## src/rtl/mem_stage_pkg.sv

```systemverilog
// Shared definitions for the MEM pipeline stage.
//   state_e   : RAM access FSM encodings (ST_IDLE, ST_WAIT)
//   npc_src_e : next-PC source select carried down from decode
//   wb_src_e  : write-back data source (ALU result or RAM load data)
//   branch_taken() : resolves whether a retiring instruction redirects fetch
package mem_stage_pkg;

    typedef enum logic {
        ST_IDLE = 1'b0,
        ST_WAIT = 1'b1
    } state_e;

    typedef enum logic [1:0] {
        NPC_SEQ  = 2'd0,
        NPC_JUMP = 2'd1,
        NPC_BEQZ = 2'd2,
        NPC_BNEZ = 2'd3
    } npc_src_e;

    typedef enum logic {
        WB_SRC_ALU = 1'b0,
        WB_SRC_RAM = 1'b1
    } wb_src_e;

    function automatic logic branch_taken(input logic [1:0] src, input logic zero);
        return (src == NPC_JUMP)
             | ((src == NPC_BEQZ) &  zero)
             | ((src == NPC_BNEZ) & ~zero);
    endfunction

endpackage

```

## src/rtl/mem_access_stage_if.sv

```systemverilog
// Data-RAM request/acknowledge port.
//   master : the MEM stage (drives ram_req/ram_we/ram_addr/ram_wdata, receives ram_ack/ram_rdata)
//   slave  : the RAM (receives the request, returns ram_ack/ram_rdata)
interface mem_access_stage_if #(
    parameter int ADDR_W = 32
);
    logic              ram_req;
    logic              ram_we;
    logic [ADDR_W-1:0] ram_addr;
    logic [31:0]       ram_wdata;
    logic              ram_ack;
    logic [31:0]       ram_rdata;

    modport master (
        output ram_req, ram_we, ram_addr, ram_wdata,
        input  ram_ack, ram_rdata
    );

    modport slave (
        input  ram_req, ram_we, ram_addr, ram_wdata,
        output ram_ack, ram_rdata
    );
endinterface

```

## src/rtl/mem_access_stage_ram_access_fsm.sv

```systemverilog
// RAM access controller for the MEM stage: decides when the EX/MEM instruction
// retires, issues the registered RAM request, and times out a silent RAM.
// Ports:
//   clk, reset           clock, synchronous active-high reset
//   in_valid .. ram_wren EX/MEM fields needed to classify and launch the access
//   ram                  RAM port (master side)
//   stall                combinational: hold EX/MEM while an access is pending
//   retire               combinational: the wb_* registers load at this edge
//   retire_wren          register-write permission for the retiring instruction
//   misaligned_err       registered one-cycle pulse for a misaligned memory op
//   bus_err              sticky until reset: the RAM never acknowledged
module ram_access_fsm
    import mem_stage_pkg::*;
#(
    parameter int ADDR_W      = 32,
    parameter int ACK_TIMEOUT = 64
) (
    input  logic               clk,
    input  logic               reset,
    input  logic               in_valid,
    input  logic [31:0]        rs2_data,
    input  logic [31:0]        alu_rd_result,
    input  logic               reg_write_data_src,
    input  logic               reg_wren,
    input  logic               ram_wren,
    mem_access_stage_if.master ram,
    output logic               stall,
    output logic               retire,
    output logic               retire_wren,
    output logic               misaligned_err,
    output logic               bus_err
);

    localparam int CNT_W = $clog2(ACK_TIMEOUT);
    localparam logic [CNT_W-1:0] CNT_LAST = CNT_W'(ACK_TIMEOUT - 1);

    state_e            state_q, state_d;
    logic [CNT_W-1:0]  cnt_q, cnt_d;
    logic              ram_req_q, ram_req_d;
    logic              ram_we_q, ram_we_d;
    logic [ADDR_W-1:0] ram_addr_q, ram_addr_d;
    logic [31:0]       ram_wdata_q, ram_wdata_d;
    logic              misaligned_err_q, misaligned_err_d;
    logic              bus_err_q, bus_err_d;

    logic mem_op;
    logic misaligned;

    assign mem_op     = in_valid & (ram_wren | reg_write_data_src);
    assign misaligned = (alu_rd_result[1:0] != 2'b00);

    always_comb begin
        // NOTE: every signal gets a default before the case so no path leaves
        // one unassigned; an unassigned path would infer a latch.
        state_d          = state_q;
        cnt_d            = cnt_q;
        ram_req_d        = ram_req_q;
        ram_we_d         = ram_we_q;
        ram_addr_d       = ram_addr_q;
        ram_wdata_d      = ram_wdata_q;
        misaligned_err_d = 1'b0;
        bus_err_d        = bus_err_q;
        stall            = 1'b0;
        retire           = 1'b0;
        retire_wren      = 1'b0;

        case (state_q)
            ST_IDLE: begin
                if (in_valid) begin
                    if (!mem_op) begin
                        retire      = 1'b1;
                        retire_wren = reg_wren;
                    end else if (misaligned) begin
                        // Dropped without touching the RAM; retires as a bubble.
                        retire           = 1'b1;
                        misaligned_err_d = 1'b1;
                    end else begin
                        stall       = 1'b1;
                        ram_req_d   = 1'b1;
                        ram_we_d    = ram_wren;
                        ram_addr_d  = {alu_rd_result[ADDR_W-1:2], 2'b00};
                        ram_wdata_d = rs2_data;
                        cnt_d       = '0;
                        state_d     = ST_WAIT;
                    end
                end
            end
            ST_WAIT: begin
                stall = ~ram.ram_ack;
                cnt_d = cnt_q + CNT_W'(1);
                if (ram.ram_ack) begin
                    ram_req_d   = 1'b0;
                    ram_we_d    = 1'b0;
                    retire      = 1'b1;
                    retire_wren = reg_wren & ~ram_wren;
                    cnt_d       = '0;
                    state_d     = ST_IDLE;
                end else if (cnt_q == CNT_LAST) begin
                    // Abort: the instruction retires now, so EX/MEM must be
                    // released this cycle or it would be issued a second time.
                    stall     = 1'b0;
                    ram_req_d = 1'b0;
                    ram_we_d  = 1'b0;
                    bus_err_d = 1'b1;
                    retire    = 1'b1;
                    cnt_d     = '0;
                    state_d   = ST_IDLE;
                end
            end
            default: state_d = ST_IDLE;
        endcase
    end

    always_ff @(posedge clk) begin
        // NOTE: address/data registers are reset too, because the RAM port is
        // required to read all-zero coming out of reset, not just ram_req.
        if (reset) begin
            state_q          <= ST_IDLE;
            cnt_q            <= '0;
            ram_req_q        <= 1'b0;
            ram_we_q         <= 1'b0;
            ram_addr_q       <= '0;
            ram_wdata_q      <= '0;
            misaligned_err_q <= 1'b0;
            bus_err_q        <= 1'b0;
        end else begin
            // NOTE: non-blocking assignments so every flop samples its _d
            // value from before this edge, independent of statement order.
            state_q          <= state_d;
            cnt_q            <= cnt_d;
            ram_req_q        <= ram_req_d;
            ram_we_q         <= ram_we_d;
            ram_addr_q       <= ram_addr_d;
            ram_wdata_q      <= ram_wdata_d;
            misaligned_err_q <= misaligned_err_d;
            bus_err_q        <= bus_err_d;
        end
    end

    assign ram.ram_req    = ram_req_q;
    assign ram.ram_we     = ram_we_q;
    assign ram.ram_addr   = ram_addr_q;
    assign ram.ram_wdata  = ram_wdata_q;
    assign misaligned_err = misaligned_err_q;
    assign bus_err        = bus_err_q;

endmodule

```

## src/rtl/mem_access_stage.sv

```systemverilog
// MEM pipeline stage: consumes the frozen EX/MEM fields, performs the data-RAM
// access through ram_access_fsm, and registers the MEM/WB entry plus the
// next-PC redirect.
// Ports:
//   clk, reset                 clock, synchronous active-high reset
//   in_valid .. ram_wren       EX/MEM register fields
//   stall                      combinational; EX/MEM wren = ~stall
//   ram                        data-RAM port (master side)
//   wb_*                       MEM/WB register (valid, rd, data, reg write enable)
//   redirect_valid/pc          one-cycle fetch redirect on a taken branch/jump
//   misaligned_err, bus_err    error indications from the access controller
module mem_access_stage
    import mem_stage_pkg::*;
#(
    parameter int ADDR_W      = 32,
    parameter int ACK_TIMEOUT = 64
) (
    input  logic               clk,
    input  logic               reset,
    input  logic               in_valid,
    input  logic [31:0]        pc_data,
    input  logic [31:0]        rs2_data,
    input  logic [4:0]         rd_address,
    input  logic [31:0]        alu_rd_result,
    input  logic               alu_rd_result_is_zero,
    input  logic [31:0]        alu_pc_result,
    input  logic [1:0]         next_pc_src,
    input  logic               reg_write_data_src,
    input  logic               reg_wren,
    input  logic               ram_wren,
    output logic               stall,
    mem_access_stage_if.master ram,
    output logic               wb_valid,
    output logic [4:0]         wb_rd_address,
    output logic [31:0]        wb_write_data,
    output logic               wb_reg_wren,
    output logic               redirect_valid,
    output logic [31:0]        redirect_pc,
    output logic               misaligned_err,
    output logic               bus_err
);

    logic retire;
    logic retire_wren;

    // Branch/jump targets arrive precomputed on alu_pc_result, so the
    // instruction PC itself is not consumed here.
    logic unused_pc;
    assign unused_pc = ^pc_data;

    ram_access_fsm #(
        .ADDR_W      (ADDR_W),
        .ACK_TIMEOUT (ACK_TIMEOUT)
    ) u_fsm (
        .clk                (clk),
        .reset              (reset),
        .in_valid           (in_valid),
        .rs2_data           (rs2_data),
        .alu_rd_result      (alu_rd_result),
        .reg_write_data_src (reg_write_data_src),
        .reg_wren           (reg_wren),
        .ram_wren           (ram_wren),
        .ram                (ram),
        .stall              (stall),
        .retire             (retire),
        .retire_wren        (retire_wren),
        .misaligned_err     (misaligned_err),
        .bus_err            (bus_err)
    );

    logic        wb_valid_q, wb_valid_d;
    logic [4:0]  wb_rd_address_q, wb_rd_address_d;
    logic [31:0] wb_write_data_q, wb_write_data_d;
    logic        wb_reg_wren_q, wb_reg_wren_d;
    logic        redirect_valid_q, redirect_valid_d;
    logic [31:0] redirect_pc_q, redirect_pc_d;

    always_comb begin
        // Non-retire cycles are bubbles: valid and write enable always drop.
        wb_valid_d       = retire;
        wb_reg_wren_d    = retire & retire_wren;
        wb_rd_address_d  = wb_rd_address_q;
        wb_write_data_d  = wb_write_data_q;
        redirect_valid_d = 1'b0;
        redirect_pc_d    = redirect_pc_q;
        if (retire) begin
            wb_rd_address_d = rd_address;
            wb_write_data_d = (wb_src_e'(reg_write_data_src) == WB_SRC_RAM) ? ram.ram_rdata
                                                                           : alu_rd_result;
            if (branch_taken(next_pc_src, alu_rd_result_is_zero)) begin
                redirect_valid_d = 1'b1;
                redirect_pc_d    = alu_pc_result;
            end
        end
    end

    always_ff @(posedge clk) begin
        if (reset) begin
            wb_valid_q       <= 1'b0;
            wb_rd_address_q  <= '0;
            wb_write_data_q  <= '0;
            wb_reg_wren_q    <= 1'b0;
            redirect_valid_q <= 1'b0;
            redirect_pc_q    <= '0;
        end else begin
            wb_valid_q       <= wb_valid_d;
            wb_rd_address_q  <= wb_rd_address_d;
            wb_write_data_q  <= wb_write_data_d;
            wb_reg_wren_q    <= wb_reg_wren_d;
            redirect_valid_q <= redirect_valid_d;
            redirect_pc_q    <= redirect_pc_d;
        end
    end

    assign wb_valid       = wb_valid_q;
    assign wb_rd_address  = wb_rd_address_q;
    assign wb_write_data  = wb_write_data_q;
    assign wb_reg_wren    = wb_reg_wren_q;
    assign redirect_valid = redirect_valid_q;
    assign redirect_pc    = redirect_pc_q;

endmodule

```

## src/flat_wrapper.sv

```systemverilog
// flat-port wrapper written by rule: the top's interface ports become plain ports
module mem_access_stage_flat import mem_stage_pkg::*;
#(
    parameter int ADDR_W      = 32,
    parameter int ACK_TIMEOUT = 64
)
  (clk, reset, in_valid, pc_data, rs2_data, rd_address, alu_rd_result, alu_rd_result_is_zero, alu_pc_result, next_pc_src, reg_write_data_src, reg_wren, ram_wren, stall, wb_valid, wb_rd_address, wb_write_data, wb_reg_wren, redirect_valid, redirect_pc, misaligned_err, bus_err, ram_ram_req, ram_ram_we, ram_ram_addr, ram_ram_wdata, ram_ram_ack, ram_ram_rdata);
  mem_access_stage_if #(.ADDR_W(ADDR_W)) ram_i ();
  input  logic clk;
  input  logic reset;
  input  logic in_valid;
  input  logic [31:0] pc_data;
  input  logic [31:0] rs2_data;
  input  logic [4:0] rd_address;
  input  logic [31:0] alu_rd_result;
  input  logic alu_rd_result_is_zero;
  input  logic [31:0] alu_pc_result;
  input  logic [1:0] next_pc_src;
  input  logic reg_write_data_src;
  input  logic reg_wren;
  input  logic ram_wren;
  output logic stall;
  output logic wb_valid;
  output logic [4:0] wb_rd_address;
  output logic [31:0] wb_write_data;
  output logic wb_reg_wren;
  output logic redirect_valid;
  output logic [31:0] redirect_pc;
  output logic misaligned_err;
  output logic bus_err;
  output wire logic [$bits(ram_i.ram_req)-1:0] ram_ram_req;
  output wire logic [$bits(ram_i.ram_we)-1:0] ram_ram_we;
  output wire logic [$bits(ram_i.ram_addr)-1:0] ram_ram_addr;
  output wire logic [$bits(ram_i.ram_wdata)-1:0] ram_ram_wdata;
  input wire logic [$bits(ram_i.ram_ack)-1:0] ram_ram_ack;
  input wire logic [$bits(ram_i.ram_rdata)-1:0] ram_ram_rdata;
  assign ram_ram_req = ram_i.ram_req;
  assign ram_ram_we = ram_i.ram_we;
  assign ram_ram_addr = ram_i.ram_addr;
  assign ram_ram_wdata = ram_i.ram_wdata;
  assign ram_i.ram_ack = ram_ram_ack;
  assign ram_i.ram_rdata = ram_ram_rdata;
  mem_access_stage #(.ADDR_W(ADDR_W), .ACK_TIMEOUT(ACK_TIMEOUT)) u_core (.clk(clk), .reset(reset), .in_valid(in_valid), .pc_data(pc_data), .rs2_data(rs2_data), .rd_address(rd_address), .alu_rd_result(alu_rd_result), .alu_rd_result_is_zero(alu_rd_result_is_zero), .alu_pc_result(alu_pc_result), .next_pc_src(next_pc_src), .reg_write_data_src(reg_write_data_src), .reg_wren(reg_wren), .ram_wren(ram_wren), .stall(stall), .ram(ram_i), .wb_valid(wb_valid), .wb_rd_address(wb_rd_address), .wb_write_data(wb_write_data), .wb_reg_wren(wb_reg_wren), .redirect_valid(redirect_valid), .redirect_pc(redirect_pc), .misaligned_err(misaligned_err), .bus_err(bus_err));
endmodule
```

## config.mk

```make
export PLATFORM = sky130hd
export DESIGN_NAME = mem_access_stage_flat
export DESIGN_NICKNAME = d
export VERILOG_FILES = /design/src/rtl/mem_stage_pkg.sv /design/src/rtl/mem_access_stage_if.sv /design/src/rtl/mem_access_stage_ram_access_fsm.sv /design/src/rtl/mem_access_stage.sv /design/src/flat_wrapper.sv
export SDC_FILE = /design/constraint.sdc
export NUM_CORES = 1
export LEC_CHECK = 0
export BUFFER_PORTS_ARGS = -buffer_cell sky130_fd_sc_hd__buf_4
export CORE_AREA = 3 3 122 124
export DETAILED_ROUTE_END_ITERATION = 7
export DIE_AREA = 0 0 125 127
export GPL_ROUTABILITY_DRIVEN = 0
export PLACE_DENSITY = 0.79
export SYNTH_ARGS = -nofsm -noshare
export SYNTH_HDL_FRONTEND = slang
export SYNTH_SLANG_ARGS = --single-unit
export TNS_END_PERCENT = 20
```

## constraint.sdc

```tcl
create_clock -name clk -period 5.3 [get_ports clk]
set_input_delay 0.795 -clock clk [delete_from_list [all_inputs] [get_ports clk]]
set_output_delay 0.795 -clock clk [all_outputs]
set_load 0.005 [all_outputs]
```

**Yosys cells after proc, flatten, opt, wreduce, memory -nomap -nowiden**

Index checks and enable logic that the tools add are counted.

- Bits of input ports: 175
- Output and inout bits: 141
- Flip-flop bits (word level): 145

- Bitwise logic cells: 16
- Multiplexer cells: 37
- Equality and inequality tests: 8
- Reductions and logical operators: 8
- $add $sub $neg: 1

Operators by type and width:

| operator | number |
|---|---|
| two-way mux 32 bit | 1 |
| two-way mux 6 bit | 5 |
| two-way mux 1 bit | 24 |
| case mux 1 bit (2 select lines) | 6 |
| case mux 6 bit (2 select lines) | 1 |
| NOT 1 bit | 8 |
| AND reduction 4 bit | 2 |
| adder 6 x 1 -> 6 bit, second input constant | 1 |
| == test 6 bit, second input constant | 1 |
| inequality test 2 bit, second input constant | 3 |
| AND reduction 3 bit | 2 |
| bitwise AND 1 bit | 5 |
| == test 2 bit, second input constant | 2 |
| OR reduction 4 bit | 1 |
| inequality test 3 x 2 -> 1 bit, second input constant | 1 |
| bitwise OR 1 bit | 3 |
| == test 2 x 1 -> 1 bit, second input constant | 1 |
| AND reduction 2 bit | 1 |
| nonzero test 2 bit | 1 |
| OR reduction 2 bit | 1 |

**Logic depth before layout (Yosys ltp)**

Gate-level depths: netlist of run 1.

- Depth after elaboration: 7
- Mapped depth: 7
- Mapped depth without buffers: 5

**Modules after synthesis**

Synthesis of run 1 repeated with hierarchy kept, for this count alone.

- Cell total of the unflattened synthesis: 643
- Area total of the unflattened synthesis: 5919.4 um^2

By module, submodules not included:

| module | area each (um^2) | instances | cells each | sequential area each (um^2) |
|---|---|---|---|---|
| mem_access_stage | 3151.8 | 1 | 307 | 1441.4 |
| ram_access_fsm | 2767.7 | 1 | 336 | 1461.4 |

**Worst setup path after synthesis of run 1**

No wires, ideal clock.

- Path type: input port to output port
- Start point: input alu_rd_result[1]
- End point: output stall
- Cell stages on the path: 4
- Path slack: 2.794 ns
- Buffers on the path: 1
- Arrival: 1.711 ns
- Cells stage by stage: or3_4 or2_1 clkbuf_1 nand2_1

- Word-level cells in the longest chain between the ends: 5

RTL lines:

| element | line | RTL |
|---|---|---|
| start: declaration | flat_wrapper.sv:15 | `input logic [31:0] alu_rd_result;` |
| nonzero test 2 bit | mem_access_stage_ram_access_fsm.sv:50 | `assign misaligned = (alu_rd_result[1:0] != 2'b00);` |
| two-way mux 1 bit | mem_access_stage_ram_access_fsm.sv:73 | `end else if (misaligned) begin` |
| two-way mux 1 bit | mem_access_stage_ram_access_fsm.sv:70 | `if (!mem_op) begin` |
| two-way mux 1 bit | mem_access_stage_ram_access_fsm.sv:69 | `if (in_valid) begin` |
| case mux 1 bit (2 select lines) | mem_access_stage_ram_access_fsm.sv:67 | `case (state_q)` |
| end: declaration | flat_wrapper.sv:22 | `output logic stall;` |

Every way passes these cells.

**Final worst setup path of run 1**

- Start point: input reg_write_data_src
- End point: output stall

- Word-level cells in the longest chain between the ends: 5

RTL lines:

| element | line | RTL |
|---|---|---|
| start: declaration | flat_wrapper.sv:19 | `input logic reg_write_data_src;` |
| bitwise OR 1 bit | mem_access_stage_ram_access_fsm.sv:49 | `assign mem_op = in_valid & (ram_wren \| reg_write_data_src);` |
| bitwise AND 1 bit | mem_access_stage_ram_access_fsm.sv:49 |  |
| two-way mux 1 bit | mem_access_stage_ram_access_fsm.sv:70 |  |
| two-way mux 1 bit | mem_access_stage_ram_access_fsm.sv:69 |  |
| case mux 1 bit (2 select lines) | mem_access_stage_ram_access_fsm.sv:67 |  |

Every way passes these cells.

==> flow_metrics.py, run 1 <==
metrics = {
    "timing": {
        "whs_ns": 0.453,
        "post-route-period-util": 0.646,
        "setup_viol": 0,
        "worst_pin_slew_ns": 0.958,
        "slew_violations": 0,
        "timing.setup.tns_ns": 0,
        "slew_headroom": 0.360,
        "skew_ns": 0.00775,
        "clock.fmax_mhz": 292,
        "grt_setup_unrepaired": "false",
        "min_period_ns": 3.43,
        "hold_violations": 0,
    },
    "clock_tree": {
        "htreeDepth": 4,
        "cts_tree": "yes",
        "cts.hold.buffers_added": 0,
        "post_cts_buffers": 0,
        "clk_pin_slew_worst_paths_ns": 0.06,
        "cts_buffer_depth": 2,
        "cts_made_buffers": 17,
        "clock_latency_ns": 0.41,
        "ctsResizeCount": 0,
        "clock-root-buffer": "clkbuf_16",
        "clock-sinks": 145,
    },
    "setup_path": {
        "worstPathRequired_ns": 4.51,
        "cpLargestDelayFamily": "buffers and inverters",
        "worstRegToRegCells": 5,
        "cp_max_fo": 48,
        "crit_type": "in2out",
        "path_cells": "buf_4 > o21ai_4 > or2_2 > buf_4 > nand2_1 > buf_4",
        "critPathMaxStageDelay_ns": 0.52,
        "cp_slowest_cell": "buf_4",
        "r2r_end": "u_core.u_fsm.ram.ram_wdata[7]$_SDFFE_PP0P_",
        "cp-start-kind": "input port",
        "rr_startpoint": "u_core.u_fsm.state_q$_SDFF_PP0_",
        "cp-end-kind": "output port",
        "crit_path_frequent_cell": "buf_4",
        "rrSetupSlack_ns": 3.03,
        "arrival_ns": 2.63,
        "cp_num_buf_inv": 3,
    },
    "finish": {
        "finalInstanceArea_um2": 8640,
        "syn2layout_area_growth_pct": 46.8,
        "fillers": 1185,
        "diodes": 0,
        "fin_cells": 1100,
        "seq_area_um2": 2900,
        "drive_gt1_frac": 0.367,
        "nNetsFinal": 1083,
        "multi_input_comb_area_um2": 2740,
    },
    "synth": {
        "synth_seq_cells": 145,
        "yosysWarnings": 0,
        "syn_inst": 651,
        "post-synth-top-area-fraction": 0.493,
        "yosysTopAreaCell": "dfxtp_1",
        "yosys-top-cells-area": "dfxtp_1, mux2i_1, a21oi_1",
        "yosysSeqAreaShare": 0.493,
        "netlist_area_um2": 5890,
        "ys_types": 41,
        "synth-edff-count": 0,
        "ys.flop_type": "dfxtp_1",
        "synthArstFlopShare": 0,
        "avgSynthCellArea_um2": 9.04,
    },
    "detailed_routing": {
        "num_vias": 5497,
        "drt_iter0_drc": 243,
        "vias_per_cell": 5.00,
        "wl_mm": 17.9,
        "wl_per_cell_um": 16.3,
        "drt_first_pass_iters": 4,
        "drtAntennaViolNets": 0,
        "drc": 0,
    },
    "global_route": {
        "grt_pass1_wl_mm": 27.9,
        "grt_usage": 0.218,
        "antenna_found_initial": 0,
        "overflow": 0,
        "grt_pass1_vias": 5383,
        "grt_max_degree": 78,
    },
    "placed_design": {
        "placed_area_um2": 8040,
        "port-buffer-count": 281,
        "post-dp-hpwl_mm": 12.5,
        "dp.cells": 1068,
    },
    "die": {
        "initial_core_util": 0.424,
        "boundaryPins": 316,
        "design.die.area_um2": 15900,
        "chipWidth_um": 125,
        "rows": 43,
        "die-height_um": 127,
        "coreArea_um2": 13900,
    },
    "power": {
        "power_density_nw_per_um2": 318,
        "p_leak_nw": 3.77,
        "ir_worst_vdd_mv": 0.256,
    },
    "outcome": {
        "outcome": "finished, final reports clean",
    },
    "worst_hold_path": {
        "hold_path_depth": 2,
        "hold_start": "u_core.u_fsm.ram.ram_wdata[13]$_SDFFE_PP0P_",
        "min_to": "u_core.u_fsm.ram.ram_wdata[13]$_SDFFE_PP0P_",
        "hold_path.class": "reg2reg",
    },
    "run": {
        "cap_violations": 0,
    },
}
==> worst reg2reg max path: stages (launching register included) <==
cell	delay (ns)
dfxtp_1	0.37
or3_4	0.38
nor2_4	0.69
buf_4	0.49
nand2_1	0.13
a21oi_1	0.13
==> cell usage after synthesis (2+ instances only) <==
cell type    n
a211oi_1    22
a211oi_2    10
a21o_1       2
a21oi_1    105
a22oi_1      2
buf_2       15
buf_4        5
buf_6        3
clkbuf_1    28
dfxtp_1    145
inv_1        4
mux2i_1     65
nand2_1    129
nand2b_1    64
nand3_1      8
nor2_1       8
nor4_1       3
o21a_1       2
o21ai_0      7
o21ai_1      2
or3_1        2
==> cells by family after synthesis <==
kind of cell               Yosys count  synth area share
and+or+nand+nor                    222             0.180
DFF                                145             0.493
AOI/OAI and AO/OA                  161             0.168
buffers and inverters               56            0.0459
muxes                               65             0.110
adders and majority gates            1           0.00212
other                                1          0.000637
==> flip-flops by register name (all words and copies together) (netlist names) <==
| signal | cells |
|---|---|
| u_core.redirect_pc | 32 |
| u_core.redirect_valid | 1 |
| u_core.u_fsm.bus_err | 1 |
| u_core.u_fsm.cnt_q | 6 |
| u_core.u_fsm.misaligned_err | 1 |
| u_core.u_fsm.ram.ram_addr | 30 |
| u_core.u_fsm.ram.ram_req | 1 |
| u_core.u_fsm.ram.ram_wdata | 32 |
| u_core.u_fsm.ram.ram_we | 1 |
| u_core.u_fsm.state_q | 1 |
| u_core.wb_rd_address | 5 |
| u_core.wb_reg_wren | 1 |
| u_core.wb_valid | 1 |
| u_core.wb_write_data | 32 |
==> final cells by class <==
cell class / instances / area share
Inverter: 4 / 0.00174
Tap cell: 180 / 0.0261
Multi-Input combinational cell: 451 / 0.317
Sequential cell: 145 / 0.336
Clock buffer: 24 / 0.0580
Timing Repair Buffer: 288 / 0.250
Clock inverter: 8 / 0.0116
==> per-stage QoR <==
step           setup WS [ns]  total power, mW   util
6_report                1.87             2.75  0.623
5_1_grt                 1.73             2.86  0.623
4_1_cts                 1.83             2.78  0.623
3_5_place_dp            1.83             1.57  0.579
3_3_place_gp            1.86             1.56  0.579
2_1_floorplan           2.79             1.36      -
==> where the power goes <==
group          total [mW]  internal (mW)  leakage [nW]  switching, mW
Combinational       0.370          0.203          2.29          0.168
Sequential           1.18           1.15          1.19         0.0290
Clock                1.20          0.756         0.297          0.448
Total                2.75           2.11          3.77          0.645
==> worst max path at each step <==
| stage | startpoint | end | cells after the start |
|---|---|---|---|
| after floorplan | alu_rd_result[1] | stall | 4 |
| after global placement | reg_write_data_src | stall | 6 |
| after detailed placement | reg_write_data_src | stall | 6 |
| after CTS | reg_write_data_src | stall | 6 |
| after global routing | reg_write_data_src | stall | 6 |
| final | reg_write_data_src | stall | 6 |
==> metal layers <==
layer | GRT usage | routed length, µm | vias to the layer above
met5 | 0 | 0 | -
met4 | 0.0619 | 303 | 0
met3 | 0.102 | 1830 | 27
met2 | 0.360 | 8550 | 239
met1 | 0.255 | 7220 | 2496
li1 | - | - | 2735
==> placed cells by master (no fill, tap or decap), types with 3 or more instances in the layout <==
cell type  instances
inv_1              4
a211oi_2          10
mux2i_1           65
buf_4            288
nand2b_1          64
nand2_1          129
a211oi_1          22
a21oi_1          105
o21ai_0            7
nand3_1            8
clkbuf_16         17
dfxtp_1          145
nor4_1             3
clkbuf_8           5
clkinv_2           3
nor2_1             7
(Power assumes the default switching activity.)
==> run 2, diff against run 1 <==
--- a/config.mk
+++ b/config.mk
@@ -5,10 +5,11 @@
 export SDC_FILE = /design/constraint.sdc
 export NUM_CORES = 1
 export LEC_CHECK = 0
+export ABC_AREA = 1
 export BUFFER_PORTS_ARGS = -buffer_cell sky130_fd_sc_hd__buf_4
-export CORE_AREA = 3 3 122 124
+export CORE_MARGIN = 3
+export CORE_UTILIZATION = 41
 export DETAILED_ROUTE_END_ITERATION = 7
-export DIE_AREA = 0 0 125 127
 export GPL_ROUTABILITY_DRIVEN = 0
 export PLACE_DENSITY = 0.79
 export SYNTH_ARGS = -nofsm -noshare
==> constraint.sdc (replaced) <==
create_clock -name clk -period 2.8 [get_ports clk]
set_input_delay 0.42 -clock clk [delete_from_list [all_inputs] [get_ports clk]]
set_output_delay 0.42 -clock clk [all_outputs]
set_load 0.005 [all_outputs]
==> run 2 against run 1 <==
Effect of this change: non-clock buffer count rose by 4; first-iteration DRC count rose by 12%; worst setup slack got worse by 1.5 ns; final cell count rose by 19%; final area rose by 4.4%; sequential cell count did not move; utilization fell by 0.87 points; combinational power rose by 140%; global-route usage fell by 1.1 points; synthesized area rose by 6.2%; sequential power rose by 93%; critical path depth did not move; largest cell class unchanged; largest power group is now sequential cells.
==> flow_metrics.py, run 2 <==
metrics = {
    "die": {
        "initial_core_util": 0.425,
        "coreArea_um2": 14700,
        "boundaryPins": 316,
        "design.die.area_um2": 16800,
        "rows": 44,
        "chipWidth_um": 129,
        "die-height_um": 129,
    },
    "timing": {
        "hold_violations": 0,
        "skew_ns": 0.00535,
        "timing.setup.tns_ns": 0,
        "post-route-period-util": 0.864,
        "grt_setup_unrepaired": "false",
        "setup_slack_ns": 0.382,
        "slew_headroom": 0.600,
        "clock.fmax_mhz": 414,
        "setup_viol": 0,
        "min_period_ns": 2.42,
        "slew_violations": 0,
        "worst_pin_slew_ns": 0.599,
        "whs_ns": 0.240,
    },
    "power": {
        "power_frac_seq": 0.422,
        "comb_power_share": 0.162,
        "switching_share": 0.249,
        "pwr-share-clk": 0.416,
        "p_leak_nw": 4.55,
        "power.internal_mw": 4.05,
        "ir_worst_vdd_mv": 0.359,
        "power_density_nw_per_um2": 598,
        "switchingPower_mw": 1.34,
    },
    "global_route": {
        "antenna_found_initial": 1,
        "overflow": 0,
        "grt_pass1_vias": 5570,
        "grt_max_degree": 79,
        "grt_usage": 0.207,
        "grt_pass1_wl_mm": 27.8,
    },
    "synth": {
        "netlist_area_um2": 6250,
        "synth_top_cells_by_count": "inv_1, dfxtp_1, nor2_1",
        "ys_types": 29,
        "synth-edff-count": 0,
        "yosysWarnings": 0,
        "synth_seq_cells": 145,
        "yosysMostFrequentCell": "inv_1",
        "avgSynthCellArea_um2": 7.25,
        "synthArstFlopShare": 0,
        "yosysTopAreaCell": "dfxtp_1",
        "yosys-top-cells-area": "dfxtp_1, inv_1, nor2_1",
        "post-synth-top-area-fraction": 0.464,
        "ys.flop_type": "dfxtp_1",
        "yosysSeqAreaShare": 0.464,
        "syn_inst": 862,
    },
    "setup_path": {
        "crit_type": "reg2out",
        "rr_startpoint": "u_core.u_fsm.state_q$_SDFF_PP0_",
        "cp-end-kind": "output port",
        "r2r_end": "u_core.redirect_pc[12]$_SDFFE_PP0P_",
        "cp-startpoint": "u_core.u_fsm.cnt_q[0]$_SDFFE_PP0P_",
        "cp-start-kind": "flip-flop",
        "worstRegToRegCells": 7,
        "arrival_ns": 2.00,
        "worstPathRequired_ns": 2.38,
        "cp_max_fo": 24,
        "rrSetupSlack_ns": 0.93,
        "endpoint": "stall",
    },
    "finish": {
        "fillers": 1328,
        "final_common_cell": "buf_4",
        "fin_cells": 1314,
        "drive_gt1_frac": 0.297,
        "layout_common_cells": "buf_4, inv_1, dfxtp_1",
        "nNetsFinal": 1292,
        "syn2layout_area_growth_pct": 44.4,
    },
    "clock_tree": {
        "clock-sinks": 145,
        "ctsResizeCount": 0,
        "cts_made_buffers": 17,
        "post_cts_buffers": 0,
        "htreeDepth": 4,
        "clock-root-buffer": "clkbuf_16",
        "cts_buffer_depth": 2,
        "clock_latency_ns": 0.41,
        "cts.hold.buffers_added": 0,
        "clk_pin_slew_worst_paths_ns": 0.06,
        "cts_tree": "yes",
    },
    "detailed_routing": {
        "vias_per_cell": 4.64,
        "wl_mm": 17.9,
        "drt_iter0_drc": 272,
        "wl_per_cell_um": 13.6,
        "drc": 0,
        "drtAntennaViolNets": 0,
        "drt_first_pass_iters": 4,
        "num_vias": 6100,
    },
    "outcome": {
        "outcome": "finished, final reports clean",
    },
    "placed_design": {
        "dp_slack_ns": 0.690,
        "dp.cells": 1281,
        "post-dp-hpwl_mm": 12.8,
        "port-buffer-count": 281,
    },
    "worst_hold_path": {
        "hold_path.class": "in2reg",
    },
    "run": {
        "cap_violations": 0,
    },
}
## run 2: cell types whose count changed after synthesis, sizes merged, moves of 7 or more
cell,previous run,this run
a21oi,105,72
mux2i,65,30
clkbuf,28,21
buf,24,37
nand2b,64,0
inv,4,169
nand3,8,39
nor2,9,119
a211oi,32,0
nand4,0,33
o21ai,11,72
nand2,129,117
## run 2: worst min-delay path by stage
stage                                                      from  slack [ns]                                     endpoint  cells past startpoint
global placement    u_core.u_fsm.ram.ram_wdata[15]$_SDFFE_PP0P_        0.43  u_core.u_fsm.ram.ram_wdata[15]$_SDFFE_PP0P_                      2
CTS                                                    reg_wren        0.22                u_core.wb_reg_wren$_SDFF_PP0_                      3
global route                                           reg_wren        0.25                u_core.wb_reg_wren$_SDFF_PP0_                      3
detailed placement   u_core.u_fsm.ram.ram_wdata[8]$_SDFFE_PP0P_        0.44   u_core.u_fsm.ram.ram_wdata[8]$_SDFFE_PP0P_                      2
finish                                                 reg_wren        0.24                u_core.wb_reg_wren$_SDFF_PP0_                      3
floorplan            u_core.u_fsm.ram.ram_addr[10]$_SDFFE_PP0P_        0.44   u_core.u_fsm.ram.ram_addr[10]$_SDFFE_PP0P_                      2
## run 2: final cells by class
cell class	instances	area (µm²)	area share
Inverter	169	638	0.0707
Timing Repair Buffer	292	2230	0.247
Tap cell	184	230	0.0255
Clock buffer	22	484	0.0536
Clock inverter	10	108	0.0119
Antenna cell	1	2.50	0.000277
Multi-Input combinational cell	491	2430	0.269
Sequential cell	145	2900	0.322
## run 2: critical path: stages, from the launching register on
cell,delay (ns)
dfxtp_1,0.38
ha_1,0.23
nand3_2,0.14
o21ai_4,0.25
buf_4,0.33
nand2_1,0.09
buf_4,0.15
## run 2: power groups by stage
stage	registers, mW	clock network [mW]	logic, mW
3_5_place_dp	2.32	0	0.883
6_report	2.28	2.24	0.877
2_1_floorplan	2.33	0	0.408
5_1_grt	2.29	2.39	0.986
4_1_cts	2.28	2.30	0.886
3_3_place_gp	2.31	0	0.873
## run 2: metrics by stage
stage,util,total power [mW],instance area (µm²)
2_1_floorplan,-,2.74,6250
3_3_place_gp,0.574,3.19,8430
3_5_place_dp,0.574,3.20,8430
4_1_cts,0.614,5.46,9020
5_1_grt,0.614,5.67,9030
6_report,0.614,5.40,9030
## run 2: metal layers
metal / vias to the layer above / global-route usage / wire length (µm)
met1: 2674 / 0.250 / 7470
li1: 3186 / - / -
met3: 36 / 0.0614 / 1350
met4: 0 / 0.0905 / 575
met5: - / 0 / 0
met2: 204 / 0.343 / 8490
## run 2: cell families after synthesis
| kind of cell | Yosys count | synth area share |
|---|---|---|
| and+or+nand+nor | 310 | 0.212 |
| buffers and inverters | 227 | 0.151 |
| AOI/OAI and AO/OA | 147 | 0.121 |
| DFF | 145 | 0.464 |
| muxes | 30 | 0.0480 |
| adders and majority gates | 1 | 0.00200 |
| other | 1 | 0.000600 |
| xor gates and xnor gates | 1 | 0.00140 |
==> run 3, diff against run 2 <==
--- a/config.mk
+++ b/config.mk
@@ -12,6 +12,7 @@
 export DETAILED_ROUTE_END_ITERATION = 7
 export GPL_ROUTABILITY_DRIVEN = 0
 export PLACE_DENSITY = 0.79
+export RECOVER_POWER = 100
 export SYNTH_ARGS = -nofsm -noshare
 export SYNTH_HDL_FRONTEND = slang
 export SYNTH_SLANG_ARGS = --single-unit
==> run 3 against run 2 <==
Effect of this change: sequential power is essentially flat; clock skew shrank 0.0015 ns; count of clock-buffer cells in the layout is the same; routed wire length shrank 0.40%; sequential share of layout area grew 0.89 points; global-route usage is the same; final cell count is the same; worst setup slack lost 0.051 ns; combinational power shrank 6.3%; first-iteration DRC count shrank 0.74%; critical path depth grew 1; largest cell class unchanged; largest power group unchanged.
==> flow_metrics.py, run 3 (synthesis results as in run 2) <==
metrics = {
    "clock_tree": {
        "clock-root-buffer": "clkbuf_16",
        "ctsResizeCount": 0,
        "clock_latency_ns": 0.41,
        "cts_tree": "yes",
        "cts_buffer_depth": 2,
        "post_cts_buffers": 0,
        "cts_made_buffers": 17,
        "clk_pin_slew_worst_paths_ns": 0.06,
        "cts.hold.buffers_added": 0,
        "clock-sinks": 145,
        "htreeDepth": 4,
    },
    "die": {
        "initial_core_util": 0.425,
        "die-height_um": 129,
        "design.die.area_um2": 16800,
        "rows": 44,
        "chipWidth_um": 129,
        "boundaryPins": 316,
        "coreArea_um2": 14700,
    },
    "global_route": {
        "grt_usage": 0.207,
        "overflow": 0,
        "grtUsageMet3": 0.0614,
        "grt_pass1_wl_mm": 27.8,
        "grt_use_met1": 0.250,
        "met2_usage": 0.343,
        "grt_pass1_vias": 5570,
        "busiest_layer": "met2",
        "antenna_found_initial": 1,
        "grt_max_degree": 79,
    },
    "run": {
        "cap_violations": 0,
    },
    "finish": {
        "final_common_cell": "inv_1",
        "fin_cells": 1314,
        "nNetsFinal": 1292,
        "fillers": 1380,
        "drive_gt1_frac": 0.244,
        "layout_common_cells": "inv_1, buf_4, dfxtp_1",
        "syn2layout_area_growth_pct": 40.5,
    },
    "power": {
        "power.internal_mw": 4.00,
        "pwr-share-clk": 0.420,
        "switchingPower_mw": 1.33,
        "switching_share": 0.250,
        "p_leak_nw": 4.28,
        "ir_worst_vdd_mv": 0.360,
        "power_frac_seq": 0.426,
        "comb_power_share": 0.154,
        "power_density_nw_per_um2": 608,
    },
    "setup_path": {
        "crit_type": "reg2reg",
        "cp-end-kind": "flip-flop",
        "worstRegToRegCells": 7,
        "r2r_end": "u_core.u_fsm.ram.ram_we$_SDFFE_PP0P_",
        "cp-start-kind": "flip-flop",
        "worstPathRequired_ns": 3.04,
        "arrival_ns": 2.71,
        "rrSetupSlack_ns": 0.33,
        "cp-startpoint": "u_core.u_fsm.cnt_q[0]$_SDFFE_PP0P_",
        "cp_max_fo": 23,
        "rr_startpoint": "u_core.u_fsm.cnt_q[0]$_SDFFE_PP0P_",
    },
    "timing": {
        "worst_pin_slew_ns": 1.27,
        "skew_ns": 0.00385,
        "whs_ns": 0.238,
        "timing.setup.tns_ns": 0,
        "clock.fmax_mhz": 405,
        "hold_violations": 0,
        "slew_violations": 0,
        "post-route-period-util": 0.882,
        "setup_viol": 0,
        "grt_setup_unrepaired": "false",
        "min_period_ns": 2.47,
        "slew_headroom": 0.157,
    },
    "worst_hold_path": {
        "hold_start": "reg_wren",
        "hold_path_depth": 3,
        "min_to": "u_core.wb_reg_wren$_SDFF_PP0_",
        "hold_path.class": "in2reg",
    },
    "placed_design": {
        "port-buffer-count": 281,
        "dp.cells": 1281,
        "post-dp-hpwl_mm": 12.8,
    },
    "detailed_routing": {
        "wl_per_cell_um": 13.6,
        "drtAntennaViolNets": 0,
        "drt_iter0_drc": 270,
        "vias_per_cell": 4.66,
        "drt_first_pass_iters": 4,
        "num_vias": 6117,
        "drc": 0,
        "wl_mm": 17.8,
    },
    "outcome": {
        "outcome": "finished, final reports clean",
    },
}
==> run 3: final cells by class <==
type	instances	area [µm²]	area share
Inverter	169	638	0.0727
Antenna cell	1	2.50	0.000285
Multi-Input combinational cell	491	2410	0.274
Timing Repair Buffer	292	2010	0.229
Sequential cell	145	2900	0.331
Tap cell	184	230	0.0262
Clock buffer	22	484	0.0551
Clock inverter	10	108	0.0123
==> run 3: worst max path at each step <==
stage                                                 to  slack (ns)  cells past startpoint
finish              u_core.u_fsm.ram.ram_we$_SDFFE_PP0P_        0.33                      7
global route        u_core.u_fsm.ram.ram_we$_SDFFE_PP0P_        0.15                      7
CTS                                                stall        0.35                      6
detailed placement  u_core.wb_rd_address[0]$_SDFFE_PP0P_        0.69                      8
global placement     u_core.redirect_pc[30]$_SDFFE_PP0P_        0.72                      9
floorplan                                          stall        1.12                      6
==> run 3: power by group through the flow <==
stage | Clock (mW) | Sequential [mW] | Combinational (mW)
global placement | 0 | 2.31 | 0.873
finish | 2.24 | 2.27 | 0.822
detailed placement | 0 | 2.32 | 0.883
global route | 2.39 | 2.29 | 0.931
floorplan | 0 | 2.33 | 0.408
CTS | 2.30 | 2.28 | 0.886
==> run 3: critical path, stage by stage, from the launching register on <==
cell and delay (ns):
dfxtp_1 0.38, ha_1 0.21, nand3_1 0.19, o21ai_4 0.26, clkbuf_1 0.83, nand2_1 0.24
nand3_1 0.12, o31ai_1 0.08
==> run 3: stage by stage <==
stage,worst slack [ns],power (mW),util,instance area [µm²]
2_1_floorplan,1.12,2.74,-,6250
3_3_place_gp,0.717,3.19,0.574,8430
3_5_place_dp,0.690,3.20,0.574,8430
4_1_cts,0.349,5.46,0.614,9020
5_1_grt,0.148,5.61,0.597,8780
6_report,0.331,5.34,0.597,8780
==> run 3: routing by layer <==
| layer | part of all wire | routed length (µm) | vias to the layer above |
|---|---|---|---|
| met5 | 0 | 0 | - |
| met2 | 0.47 | 8450 | 205 |
| met1 | 0.42 | 7470 | 2693 |
| met4 | 0.032 | 575 | 0 |
| li1 | - | - | 3183 |
| met3 | 0.074 | 1320 | 36 |
